### src/rtl/serial_link_pkg.sv
// Shared definitions for the token-router serial link (transmitter and receiver).
package serial_link_pkg;

    typedef enum logic [2:0] {
        IDLE,
        SYNC,
        DATA,
        PARITY,
        DONE
    } link_state_e;

    localparam logic [5:0] SYNC_PAT_DEFAULT = 6'b011111;
    localparam logic       LINK_IDLE_LEVEL  = 1'b0;

    // Width that holds any bit or clock count loaded by the link FSMs.
    function automatic int cnt_width(input int a, input int b, input int c);
        int m;
        m = a;
        if (b > m) m = b;
        if (c > m) m = c;
        return $clog2(m + 1);
    endfunction

endpackage

### src/rtl/serial_bit_timer.sv
// Bit-period timer: counts CLKS_PER_BIT clocks per serial bit and strobes bit_tick
// on the last clock of each bit. restart reloads the count for a fresh frame.
module serial_bit_timer #(
    parameter int CLKS_PER_BIT = 1,
    parameter int CNT_W        = 1
) (
    input  logic clk,
    input  logic rst,
    input  logic en,
    input  logic restart,
    output logic bit_tick
);

    localparam logic [CNT_W-1:0] RELOAD = CNT_W'(CLKS_PER_BIT - 1);

    logic [CNT_W-1:0] clk_cnt_q;
    logic [CNT_W-1:0] clk_cnt_d;

    always_comb begin
        clk_cnt_d = clk_cnt_q;
        if (restart) begin
            clk_cnt_d = RELOAD;
        end else if (en) begin
            clk_cnt_d = (clk_cnt_q == '0) ? RELOAD : clk_cnt_q - CNT_W'(1);
        end
    end

    always_ff @(posedge clk or posedge rst) begin
        if (rst) clk_cnt_q <= '0;
        else     clk_cnt_q <= clk_cnt_d;
    end

    assign bit_tick = en && (clk_cnt_q == '0);

endmodule

### src/rtl/serial_frame_tx.sv
// Serial frame transmitter: sync pattern then payload MSB first on a registered line.
// Define SERIAL_TX_PARITY_EN to append one even-parity bit after the payload.
module serial_frame_tx
    import serial_link_pkg::*;
#(
    parameter int                DATA_W       = 55,
    parameter int                SYNC_W       = 6,
    parameter logic [SYNC_W-1:0] SYNC_PAT     = SYNC_W'(SYNC_PAT_DEFAULT),
    parameter int                CLKS_PER_BIT = 1
) (
    input  logic              clk,
    input  logic              rst,
    input  logic [DATA_W-1:0] tx_data,
    input  logic              tx_valid,
    output logic              tx_ready,
    input  logic              abort,
    output logic              s_data,
    output logic              busy,
    output logic              done
);

    localparam int CNT_W = cnt_width(DATA_W, SYNC_W, CLKS_PER_BIT);

    link_state_e       state_q, state_d;
    logic [CNT_W-1:0]  bit_cnt_q, bit_cnt_d;
    logic [DATA_W-1:0] shift_q, shift_d;
    logic              s_data_q, s_data_d;
    logic              busy_q, busy_d;
    logic              done_q, done_d;
`ifdef SERIAL_TX_PARITY_EN
    logic              parity_q, parity_d;
`endif

    logic              accept;
    logic              bit_tick;
    logic              timer_en;
    logic [SYNC_W-1:0] sync_sel;
    logic [DATA_W-1:0] data_sel;

    // abort wins over a simultaneous accept in IDLE.
    assign tx_ready = (state_q == IDLE);
    assign accept   = tx_valid && tx_ready && !abort;
    assign timer_en = (state_q == SYNC) || (state_q == DATA) || (state_q == PARITY);
    assign sync_sel = SYNC_PAT >> bit_cnt_q;
    assign data_sel = shift_q >> bit_cnt_q;

    serial_bit_timer #(
        .CLKS_PER_BIT (CLKS_PER_BIT),
        .CNT_W        (CNT_W)
    ) u_bit_timer (
        .clk      (clk),
        .rst      (rst),
        .en       (timer_en),
        .restart  (accept),
        .bit_tick (bit_tick)
    );

    // NOTE: every signal gets a default before the case so no path leaves one unassigned (no latches).
    always_comb begin
        state_d   = state_q;
        bit_cnt_d = bit_cnt_q;
        shift_d   = shift_q;
        s_data_d  = LINK_IDLE_LEVEL;
        busy_d    = (state_q != IDLE);
        done_d    = 1'b0;
`ifdef SERIAL_TX_PARITY_EN
        parity_d  = parity_q;
`endif
        case (state_q)
            IDLE: begin
                if (accept) begin
                    state_d   = SYNC;
                    bit_cnt_d = CNT_W'(SYNC_W - 1);
                    shift_d   = tx_data;
`ifdef SERIAL_TX_PARITY_EN
                    parity_d  = ^tx_data;
`endif
                end
            end
            SYNC: begin
                s_data_d = sync_sel[0];
                if (bit_tick) begin
                    if (bit_cnt_q == '0) begin
                        state_d   = DATA;
                        bit_cnt_d = CNT_W'(DATA_W - 1);
                    end else begin
                        bit_cnt_d = bit_cnt_q - CNT_W'(1);
                    end
                end
            end
            DATA: begin
                s_data_d = data_sel[0];
                if (bit_tick) begin
                    if (bit_cnt_q == '0) begin
`ifdef SERIAL_TX_PARITY_EN
                        state_d = PARITY;
`else
                        state_d = DONE;
`endif
                    end else begin
                        bit_cnt_d = bit_cnt_q - CNT_W'(1);
                    end
                end
            end
`ifdef SERIAL_TX_PARITY_EN
            PARITY: begin
                s_data_d = parity_q;
                if (bit_tick) state_d = DONE;
            end
`endif
            DONE: begin
                done_d  = 1'b1;
                state_d = IDLE;
            end
            default: state_d = IDLE;
        endcase

        if (abort && (state_q != IDLE)) begin
            state_d  = IDLE;
            s_data_d = LINK_IDLE_LEVEL;
            busy_d   = 1'b0;
            done_d   = 1'b0;
        end
    end

    // NOTE: state is updated with <= so every flop samples pre-edge values regardless of block order.
    // NOTE: the payload register is reset too; it is a plain word, not a memory array.
    always_ff @(posedge clk or posedge rst) begin
        if (rst) begin
            state_q   <= IDLE;
            bit_cnt_q <= '0;
            shift_q   <= '0;
            s_data_q  <= LINK_IDLE_LEVEL;
            busy_q    <= 1'b0;
            done_q    <= 1'b0;
        end else begin
            state_q   <= state_d;
            bit_cnt_q <= bit_cnt_d;
            shift_q   <= shift_d;
            s_data_q  <= s_data_d;
            busy_q    <= busy_d;
            done_q    <= done_d;
        end
    end

`ifdef SERIAL_TX_PARITY_EN
    always_ff @(posedge clk or posedge rst) begin
        if (rst) parity_q <= 1'b0;
        else     parity_q <= parity_d;
    end
`endif

    assign s_data = s_data_q;
    assign busy   = busy_q;
    assign done   = done_q;

endmodule

### config.mk
export PLATFORM = sky130hd
export DESIGN_NAME = serial_frame_tx
export DESIGN_NICKNAME = d
export VERILOG_FILES = /design/src/rtl/serial_link_pkg.sv /design/src/rtl/serial_bit_timer.sv /design/src/rtl/serial_frame_tx.sv
export SDC_FILE = /design/constraint.sdc
export NUM_CORES = 1
export LEC_CHECK = 0
export ABC_CLOCK_PERIOD_IN_PS = 2600
export BUFFER_PORTS_ARGS = -buffer_cell sky130_fd_sc_hd__buf_4
export CAP_MARGIN = 5
export CELL_PAD_IN_SITES_DETAIL_PLACEMENT = 1
export CELL_PAD_IN_SITES_GLOBAL_PLACEMENT = 2
export CORE_AREA = 2 2 100 127
export DETAILED_ROUTE_END_ITERATION = 8
export DIE_AREA = 0 0 102 129
export HOLD_SLACK_MARGIN = 0.06
export PLACE_DENSITY = 0.79
export SYNTH_ARGS = -nofsm -noshare
export SYNTH_HDL_FRONTEND = slang
export SYNTH_HIERARCHICAL = 1
export SYNTH_SLANG_ARGS = --single-unit
### constraint.sdc
create_clock -name clk -period 2.6 [get_ports clk]
set_clock_uncertainty 0.2 [all_clocks]
set_input_delay 0.39 -clock clk [delete_from_list [all_inputs] [get_ports clk]]
set_output_delay 0.39 -clock clk [all_outputs]
set_load 0.02 [all_outputs]
==> results.py, run 1 <==
metrics = {
    "placed_design": {
        "portBuffers": 62,
        "place_area_um2": 4360,
        "gp_congestion": 0.762,
        "dp_hpwl_um": 6740,
        "pre_cts_slack_ns": -0.0762,
    },
    "critical_path": {
        "crit_top_cell": "inv_2",
        "cp_max_fo": 3,
        "cp_slowest_cell": "or4b_4",
        "crit_required_ns": 2.63,
        "start_kind": "flip-flop",
        "worstPathCellList": "inv_2 -> ha_4 -> or4b_4 -> nor2_4 -> and2_4 -> inv_2 -> a211o_1 -> a22o_1 -> or2_4 -> o41ai_2",
        "critPathCaptureType": "flip-flop",
        "worst-path-buf-inv": 2,
        "slowest_delay_ns": 0.48,
        "crit_family": "simple AND/OR/NAND/NOR gates",
        "r2r_start": "u_bit_timer/clk_cnt_q[1]",
        "worstSetupPathType": "reg2reg",
        "worstPathArrival_ns": 2.65,
        "crit_start": "u_bit_timer/clk_cnt_q[1]",
    },
    "synthesis": {
        "synth_top_area_cell": "dfrtp_1",
        "yosys-top-cells-count": "nand2_1, dfrtp_1, nor2_1, mux4_2, clkbuf_1",
        "syn_inst": 397,
        "synth_top_cell_area_share_pct": 50.2,
        "ys_seq_area_share_pct": 50.2,
        "ys.flop_type": "dfrtp_1",
        "synth_warnings": 6,
        "synthArstFlopShare_pct": 100,
        "synthDistinctLibCells": 51,
        "synth_area_um2": 3640,
        "synth-edff-count": 0,
        "yosysMostFrequentCell": "nand2_1",
        "synth_area_leaders": "dfrtp_1, nand2_1, mux4_2, nor2_1, nor3_1",
        "synth_nets": 459,
        "syn_avg_cell_area_um2": 9.16,
        "synth_seq_cells": 73,
    },
    "routing": {
        "wl_met2_um": 5520,
        "drt-met1-wl_um": 4230,
        "postRouteAntennaNets": 0,
        "via_per_inst": 4.74,
        "dr.pass1.iters": 4,
        "wl_met3_um": 223,
        "vias": 3195,
        "drc_errors": 0,
        "drtIter0Drc": 143,
        "finalWirelength_um": 10100,
        "wl_per_cell_um": 15.0,
        "highest_layer": "met4",
    },
    "clock_tree": {
        "cts_tree": "done",
        "cts_sinks": 73,
        "clockBufferDepth": 2,
        "cts_buffers": 9,
        "clk-insertion-delay-late_ns": 0.33,
        "htreeDepth": 3,
        "clk_pin_slew_ns": 0.06,
        "cts-root-buf": "clkbuf_16",
    },
    "timing": {
        "period_minus_slack_ns": 2.62,
        "timing.final.ws_setup_ns": -0.0151,
        "slew_headroom_pct": 62.8,
        "slew_violations": 0,
        "max_slew.worst_pin.slew_ns": 0.558,
        "timing.fmax_mhz": 382,
        "min_period_over_period_pct": 101,
        "setup_viol": 1,
        "hold_violations": 0,
        "rsz0062_at_grt": "true",
        "fin_tns_setup_ns": -0.0151,
    },
    "global_route": {
        "grt_max_degree": 56,
        "grt_pass1_vias": 3491,
        "grt_pass1_wl_um": 16700,
        "antenna_found_initial": 0,
        "gr-usage-all-layers_pct": 16.5,
        "grt-ovfl-total": 0,
    },
    "power_and_ir_drop": {
        "switching_share_pct": 31.3,
        "p_int_uw": 2650,
        "p_per_area_nw_per_um2": 764,
        "ir_drop_v": 0.000244,
        "switchingPower_uw": 1200,
        "p_leak_uw": 0.00248,
        "pwr-share-comb_pct": 33.9,
        "share_seq_of_total_power_pct": 38.4,
        "pwr-share-clk_pct": 27.7,
    },
    "floorplan": {
        "core.rowCount": 45,
        "dieArea_um2": 13200,
        "ios": 63,
        "start_util_pct": 30.5,
        "core-area_um2": 11900,
        "die_w_um": 102,
        "die_h_um": 129,
    },
    "final_layout": {
        "final_area_um2": 5040,
        "fin_nets": 571,
        "syn2layout_area_growth_pct": 38.7,
        "final_layout_size_suffix_gt1_share_pct": 27.3,
        "antenna_cells": 0,
        "nFillCells": 1425,
    },
    "status": {
        "violations": "setup timing",
        "outcome": "finished with violations",
    },
    "worst_hold_path": {
        "hold_path.class": "in2reg",
        "hp-start": "tx_data[20]",
    },
    "job": {
        "maxCapViolCount": 0,
    },
}
-- worst reg2reg max path: cells and delay by family, from the launching register on --
kind	cells	cell delay [ns]
simple gates	4	1.01
compound gates	3	0.64
fa+ha+maj	1	0.14
flops	1	0.40
buf+inv	2	0.12
-- placed cells by master (no fill, tap or decap), types with 4 or more instances in the layout --
| cell type | n |
|---|---|
| o31ai_1 | 4 |
| buf_4 | 89 |
| dfrtp_1 | 73 |
| inv_2 | 6 |
| nor2_1 | 15 |
| clkbuf_16 | 9 |
| nor3_1 | 8 |
| nand2b_1 | 5 |
| inv_1 | 5 |
| dlygate4sd3_1 | 33 |
| a21oi_1 | 6 |
| mux4_2 | 12 |
| nand2_1 | 178 |
-- power by group through the flow --
stage / clock, uW / combinational [uW] / sequential [uW]
floorplan: 0 / 780 / 1460
global placement: 0 / 1090 / 1480
detailed placement: 0 / 1130 / 1490
CTS: 1090 / 1260 / 1480
global route: 1150 / 1450 / 1510
finish: 1070 / 1310 / 1480
-- through the flow --
step                      cells  utilization (%)  power (uW)  hold WS (ns)
final                       674             42.3        3850        0.0641
after global routing        674             42.3        4110        0.0631
after CTS                   669             41.8        3830        0.0600
after detailed placement    619             36.5        2620         0.148
after global placement      619             36.5        2570         0.145
after floorplan             397                -        2250       -0.0190
-- final timing paths --
kind | end | slack (ns) | cells past startpoint
max | bit_cnt_q[4] | -0.02 | 10
min | shift_q[20] | 0.06 | 3
max reg2reg | bit_cnt_q[4] | -0.02 | 10
min reg2reg | shift_q[42] | 0.27 | 2
max in group asynchronous | shift_q[19] | 1.20 | 4
min in group asynchronous | u_bit_timer/clk_cnt_q[1] | 0.35 | 3
-- final cells by class --
class / count / area (um2) / share of cell area [%]
Inverter: 11 / 41.3 / 0.819
Tap cell: 164 / 205 / 4.07
Timing Repair Buffer: 124 / 1030 / 20.4
Clock buffer: 10 / 229 / 4.54
Multi-Input combinational cell: 290 / 1700 / 33.7
Clock inverter: 2 / 10.0 / 0.198
Sequential cell: 73 / 1830 / 36.2
-- flip-flops by register name (all words and copies together), names as in the netlist --
register               count
shift_q                   55
bit_cnt_q                  6
u_bit_timer/clk_cnt_q      6
state_q                    3
busy                       1
done                       1
s_data                     1
-- cell families (layout without fill, tap and decap cells) --
logic type	count (synthesis)	in the layout	share of synthesized area, %
simple gates	234	234	27.9
compound gates	37	37	7.81
fa+ha+maj	3	3	1.03
buf+inv	34	147	4.47
flops	73	73	50.2
mux	16	16	8.57
-- timing repair --
action,in CTS,in global routing
resized for setup,5,3
pin swaps,4,3
endpoints found under the hold margin,53,0
setup endpoints to repair,6,6
hold buffers,33,0
buffers inserted,5,5
-- routing by layer --
| metal | vias to the layer above | track usage (%) |
|---|---|---|
| li1 | 1540 | - |
| met1 | 1596 | 19.3 |
| met2 | 47 | 30.4 |
| met3 | 12 | 3.10 |
| met4 | 0 | 5.10 |
| met5 | - | 0 |
Note: power is estimated with default switching activity, not from simulation.
==> inputs of run 2 (changes only) <==
- ABC_AREA: default -> 1
- CAP_MARGIN: 5 -> 20
- CORE_AREA: 2 2 100 127 -> 2 2 105 132
- DIE_AREA: 0 0 102 129 -> 0 0 107 134
- GPL_ROUTABILITY_DRIVEN: default -> 0
==> run 2 against run 1 <==
  * The run now ends clean
  * Sequential share of layout area is 0.081 points higher
  * Routed wire length is 0.60% higher
  * Die area grew 9.0%
  * First-iteration DRC count decreased by 17%
  * Largest power group is now combinational cells
  * Critical path depth is the same
  * Global-route usage decreased by 0.89 points
  * Cell count increased by 14%
  * Via count up 7.9%
  * Fmax grew 20%
  * Clock-buffer cell count is 1 higher
  * Register-to-register slack better by 0.43 ns
  * Sequential cell count is the same
  * Largest cell class unchanged
==> results.py, run 2 <==
metrics = {
    "timing": {
        "min_period_over_period_pct": 84.2,
        "rsz0062_at_grt": "false",
        "max_slew.worst_pin.slew_ns": 0.528,
        "slew_headroom_pct": 64.8,
        "timing.fmax_mhz": 457,
        "hold_violations": 0,
        "period_minus_slack_ns": 2.19,
        "hold_slack_ns": 0.0668,
        "slew_violations": 0,
        "setup_viol": 0,
        "fin_tns_setup_ns": 0,
    },
    "synthesis": {
        "synth_warnings": 6,
        "synth_area_um2": 3730,
        "syn_inst": 496,
        "yosys-top-cells-count": "nand2_1, dfrtp_1, nand3_1, inv_1, o21ai_0",
        "synthArstFlopShare_pct": 100,
        "ys.flop_type": "dfrtp_1",
        "synth_seq_cells": 73,
        "synthDistinctLibCells": 32,
        "ys_seq_area_share_pct": 48.9,
        "synth_top_cell_area_share_pct": 48.9,
        "synth-edff-count": 0,
        "synth_nets": 558,
        "synth_area_leaders": "dfrtp_1, nand2_1, nand3_1, inv_1, o21ai_0",
        "yosysMostFrequentCell": "nand2_1",
        "synth_top_area_cell": "dfrtp_1",
        "syn_avg_cell_area_um2": 7.52,
    },
    "critical_path": {
        "r2r_start": "bit_cnt_q[0]",
        "worstSetupPathType": "in2reg",
        "crit_required_ns": 2.61,
        "start_kind": "input port",
        "worstPathArrival_ns": 2.20,
        "worstReg2RegEnd": "bit_cnt_q[3]",
        "reg2regPathDepth": 10,
        "cp_max_fo": 7,
        "critPathCaptureType": "flip-flop",
        "worstSetupEndpoint": "bit_cnt_q[0]",
        "crit_start": "abort",
        "rrSetupSlack_ns": 0.41,
    },
    "placed_design": {
        "portBuffers": 62,
        "dp_hpwl_um": 7250,
    },
    "power_and_ir_drop": {
        "p_per_area_nw_per_um2": 1060,
        "power_uw": 5310,
        "p_leak_uw": 0.00254,
        "pwr-share-comb_pct": 40.2,
        "pwr-share-clk_pct": 24.2,
        "share_seq_of_total_power_pct": 35.6,
        "switchingPower_uw": 2110,
        "switching_share_pct": 39.6,
        "p_int_uw": 3210,
        "ir_drop_v": 0.000354,
    },
    "routing": {
        "dr.pass1.iters": 4,
        "via_per_inst": 4.49,
        "drc_errors": 0,
        "wl_per_cell_um": 13.2,
        "postRouteAntennaNets": 0,
        "finalWirelength_um": 10200,
        "drtIter0Drc": 119,
        "vias": 3447,
    },
    "floorplan": {
        "core-area_um2": 13100,
        "core.rowCount": 47,
        "die_w_um": 107,
        "start_util_pct": 28.5,
        "die_h_um": 134,
        "ios": 63,
        "dieArea_um2": 14300,
    },
    "clock_tree": {
        "clk-insertion-delay-late_ns": 0.34,
        "cts_buffers": 9,
        "clockBufferDepth": 2,
        "cts-root-buf": "clkbuf_16",
        "cts_tree": "done",
        "cts_sinks": 73,
        "clk_pin_slew_ns": 0.06,
        "htreeDepth": 3,
    },
    "final_layout": {
        "mostFrequentLayoutCells": "nand2_1, dfrtp_1, buf_4",
        "fin_nets": 654,
        "finalCoreUtilization_pct": 38.4,
        "largest_register_ffs": 55,
        "syn2layout_area_growth_pct": 34.8,
        "antenna_cells": 0,
        "nFillCells": 1612,
        "largestRegisters": "shift_q x55, bit_cnt_q x6, u_bit_timer/clk_cnt_q x6",
        "top_register": "shift_q",
        "final_layout_size_suffix_gt1_share_pct": 19.4,
        "final_common_cell": "nand2_1",
    },
    "status": {
        "outcome": "finished, final reports clean",
    },
    "global_route": {
        "antenna_found_initial": 0,
        "gr-usage-all-layers_pct": 15.6,
        "grt_pass1_vias": 3810,
        "grt_max_degree": 61,
        "grt_pass1_wl_um": 17900,
        "grt-ovfl-total": 0,
    },
    "worst_hold_path": {
        "hold_path.class": "in2reg",
    },
    "job": {
        "maxCapViolCount": 0,
    },
}
[run 2: cell types whose count changed after synthesis, sizes merged, moves of 6 or more]
cell	change
inv	+47
mux4	-12
nand2	+26
nand2b	-6
nand3	+50
nor2	+8
nor3	-7
o21ai	+32
[run 2: power by group through the flow]
stage | logic, uW | clock network, uW | registers, uW
floorplan | 1560 | 0 | 1850
global route | 2480 | 1380 | 1950
global placement | 2040 | 0 | 1900
CTS | 2180 | 1340 | 1900
finish | 2130 | 1290 | 1890
detailed placement | 2120 | 0 | 1910
[run 2: cells by family after synthesis]
logic type / synth area share, %
simple gates: 33.5
buf+inv: 8.51
flops: 48.9
compound gates: 7.54
fa+ha+maj: 1.01
xor+xnor: 0.469
[run 2: critical path: stages]
cell	delay, ns
dlygate4sd3_1	0.53
buf_4	0.15
inv_2	0.07
nand2_1	0.13
nor2_8	0.14
nor2_1	0.09
nor3_4	0.34
nand2_2	0.12
a21oi_1	0.18
a21oi_1	0.06
[run 2: final cells by class]
cell class	instances	area, um2	area share [%]
Sequential cell	73	1830	36.3
Multi-Input combinational cell	345	1590	31.6
Timing Repair Buffer	105	871	17.3
Clock buffer	11	253	5.02
Inverter	58	218	4.33
Tap cell	171	214	4.25
Clock inverter	5	62.6	1.24
[run 2: worst min-delay path by stage]
stage,from,end,slack [ns],depth (start not counted)
final,tx_data[35],shift_q[35],0.07,3
after global placement,rst,u_bit_timer/clk_cnt_q[5],0.14,2
after CTS,tx_data[17],shift_q[17],0.06,3
after floorplan,rst,u_bit_timer/clk_cnt_q[0],-0.02,1
after detailed placement,rst,u_bit_timer/clk_cnt_q[5],0.14,2
after global routing,tx_data[38],shift_q[38],0.06,3
[run 2: through the flow]
step	worst slack, ns	cell area [um2]	cells
3_3_place_gp	0.671	4390	719
3_5_place_dp	0.529	4390	719
2_1_floorplan	0.327	3730	496
4_1_cts	0.385	5030	768
6_report	0.412	5030	768
5_1_grt	0.247	5030	768
[run 2: repair_timing]
item | CTS | global route
resized for setup | 0 | 0
buffers inserted | 0 | 0
endpoints found under the hold margin | 50 | 0
hold buffers | 33 | 0
[run 2: metal layers]
metal / up-vias / GRT usage, % / part of all wire (%)
met5: - / 0 / 0
met1: 1642 / 19.2 / 45
li1: 1741 / - / -
met3: 14 / 2.92 / 2.9
met2: 50 / 27.2 / 51
met4: 0 / 5.84 / 1.8
==> inputs of run 3 (changes only) <==
- ABC_CLOCK_PERIOD_IN_PS: 2600 -> 2100
- CORE_AREA: 2 2 105 132 -> 2 2 100 126
- DIE_AREA: 0 0 107 134 -> 0 0 102 128
- PLACE_DENSITY: 0.79 -> 0.82
- clock period: 2.6 -> 2.1 ns (I/O delays scaled with it)
==> run 3 against run 2 <==
  * Clock power increased by 23%
  * Via count up 5.0%
  * Design area rose by 5.3%
  * Sequential cell count unchanged
  * Setup slack lost 0.33 ns
  * Hold slack better by 0.20 ns
  * Total power rose by 26%
  * Routed wire length rose by 6.5%
  * First-iteration DRC count up 18%
  * Utilization is 6.0 points higher
  * Die area is 8.9% lower
  * Critical path type unchanged
  * Largest cell class unchanged
  * Largest power group unchanged
==> results.py, run 3 (synthesized netlist as in run 2, its figures left out) <==
metrics = {
    "status": {
        "outcome": "finished, final reports clean",
    },
    "timing": {
        "slew_violations": 0,
        "rsz0062_at_grt": "false",
        "hold_violations": 0,
        "timing.fmax_mhz": 495,
        "min_period_over_period_pct": 96.1,
        "fin_tns_setup_ns": 0,
        "setup_viol": 0,
        "period_minus_slack_ns": 2.02,
        "max_slew.worst_pin.slew_ns": 0.509,
        "slew_headroom_pct": 66.0,
        "timing.final.ws_setup_ns": 0.0809,
    },
    "final_layout": {
        "mostFrequentLayoutCells": "nand2_1, buf_4, dfrtp_1",
        "finalCoreUtilization_pct": 44.4,
        "largestRegisters": "shift_q x55, bit_cnt_q x6, u_bit_timer/clk_cnt_q x6",
        "top_register": "shift_q",
        "final_common_cell": "nand2_1",
        "fin_nets": 681,
        "syn2layout_area_growth_pct": 42.0,
        "largest_register_ffs": 55,
        "final_area_um2": 5300,
        "final_layout_size_suffix_gt1_share_pct": 18.9,
        "antenna_cells": 0,
    },
    "clock_tree": {
        "clockBufferDepth": 2,
        "cts_tree": "done",
        "cts_buffers": 9,
        "cts-root-buf": "clkbuf_16",
        "cts_sinks": 73,
        "post_cts_buffers": 0,
        "htreeDepth": 3,
        "clk-insertion-delay-late_ns": 0.34,
        "clk_pin_slew_ns": 0.06,
    },
    "critical_path": {
        "start_kind": "input port",
        "worstSetupPathType": "in2reg",
        "critPathCaptureType": "flip-flop",
        "worst-path-buf-inv": 4,
        "crit_required_ns": 2.16,
        "crit_family": "buffers and inverters",
        "cp_max_fo": 8,
        "slowest_delay_ns": 0.54,
        "cp_slowest_cell": "dlygate4sd3_1",
        "worstPathCellList": "dlygate4sd3_1 -> buf_4 -> inv_2 -> nand2_1 -> nor2_8 -> nor2_1 -> nor3_4 -> buf_4 -> nand2_1 -> a21oi_1",
        "worstPathArrival_ns": 2.08,
    },
    "routing": {
        "dr.pass1.iters": 4,
        "drc_errors": 0,
        "wl_per_cell_um": 13.7,
        "via_per_inst": 4.59,
        "postRouteAntennaNets": 0,
        "drtIter0Drc": 140,
        "vias": 3620,
        "finalWirelength_um": 10800,
    },
    "power_and_ir_drop": {
        "p_per_area_nw_per_um2": 1260,
        "p_leak_uw": 0.00266,
        "power_uw": 6690,
        "ir_drop_v": 0.000418,
    },
    "floorplan": {
        "core-area_um2": 11900,
        "die_w_um": 102,
        "start_util_pct": 31.3,
        "die_h_um": 128,
        "dieArea_um2": 13100,
        "core.rowCount": 45,
        "ios": 63,
    },
    "placed_design": {
        "portBuffers": 62,
        "pre_cts_slack_ns": 0.156,
        "dp_hpwl_um": 7380,
        "place_area_um2": 4420,
    },
    "job": {
        "maxCapViolCount": 0,
    },
    "global_route": {
        "grt_pass1_vias": 3859,
        "grt_max_degree": 47,
        "antenna_found_initial": 0,
        "grt-ovfl-total": 0,
        "grt_pass1_wl_um": 18100,
        "gr-usage-all-layers_pct": 17.8,
    },
    "worst_hold_path": {
        "hold_path.class": "reg2reg",
    },
}
## run 3: cell types whose count changed in the layout (fill, tap and decap cells not counted), sizes merged
cell | before | now
dlygate4sd3 | 33 | 57
buf | 72 | 75
clkbuf | 11 | 14
inv | 59 | 57
clkinvlp | 2 | 1
## run 3: metal layers
metal / GRT usage [%] / wire (um)
met2: 31.5 / 5820
met4: 8.63 / 330
met5: 0 / 0
met1: 21.0 / 4460
met3: 2.40 / 220
## run 3: through the flow
| stage | hold slack (ns) | instances |
|---|---|---|
| detailed placement | 0.0860 | 715 |
| CTS | 0.273 | 788 |
| floorplan | -0.0940 | 496 |
| global route | 0.295 | 788 |
| finish | 0.270 | 788 |
| global placement | 0.0788 | 715 |
## run 3: repair_timing
item,CTS,global route
endpoints found under the hold margin,85,0
hold buffers,57,0
gates resized for setup,0,1
endpoints found under the setup margin,0,2
## run 3: power by group
part | internal [uW] | switching [uW]
Sequential | 2020 | 323
Clock | 1020 | 577
Combinational | 1040 | 1720
## run 3: path summary, 6_finish.rpt
| check | from | endpoint | slack [ns] | depth (start not counted) |
|---|---|---|---|---|
| min | shift_q[1] | shift_q[1] | 0.27 | 2 |
| max reg2reg | bit_cnt_q[0] | bit_cnt_q[3] | 0.14 | 10 |
| max in group asynchronous | rst | shift_q[4] | 0.70 | 4 |
| min in group asynchronous | rst | u_bit_timer/clk_cnt_q[0] | 0.28 | 3 |
| min reg2reg | shift_q[1] | shift_q[1] | 0.27 | 2 |
| max | abort | bit_cnt_q[3] | 0.08 | 10 |
## run 3: worst register-to-register path, delay by kind of cell, from the launching register on
| family | cells | cell delay (ns) |
|---|---|---|
| AOI/OAI and AO/OA | 3 | 0.42 |
| adders and majority gates | 1 | 0.19 |
| buffers and inverters | 1 | 0.08 |
| and+or+nand+nor | 5 | 0.60 |
| DFF | 1 | 0.40 |
## run 3: cell type report
class,count,area [um2]
Clock buffer,14,274
Clock inverter,2,35.0
Tap cell,164,205
Sequential cell,73,1830
Timing Repair Buffer,132,1150
Inverter,58,221
Multi-Input combinational cell,345,1590
Fill cell,1508,6640
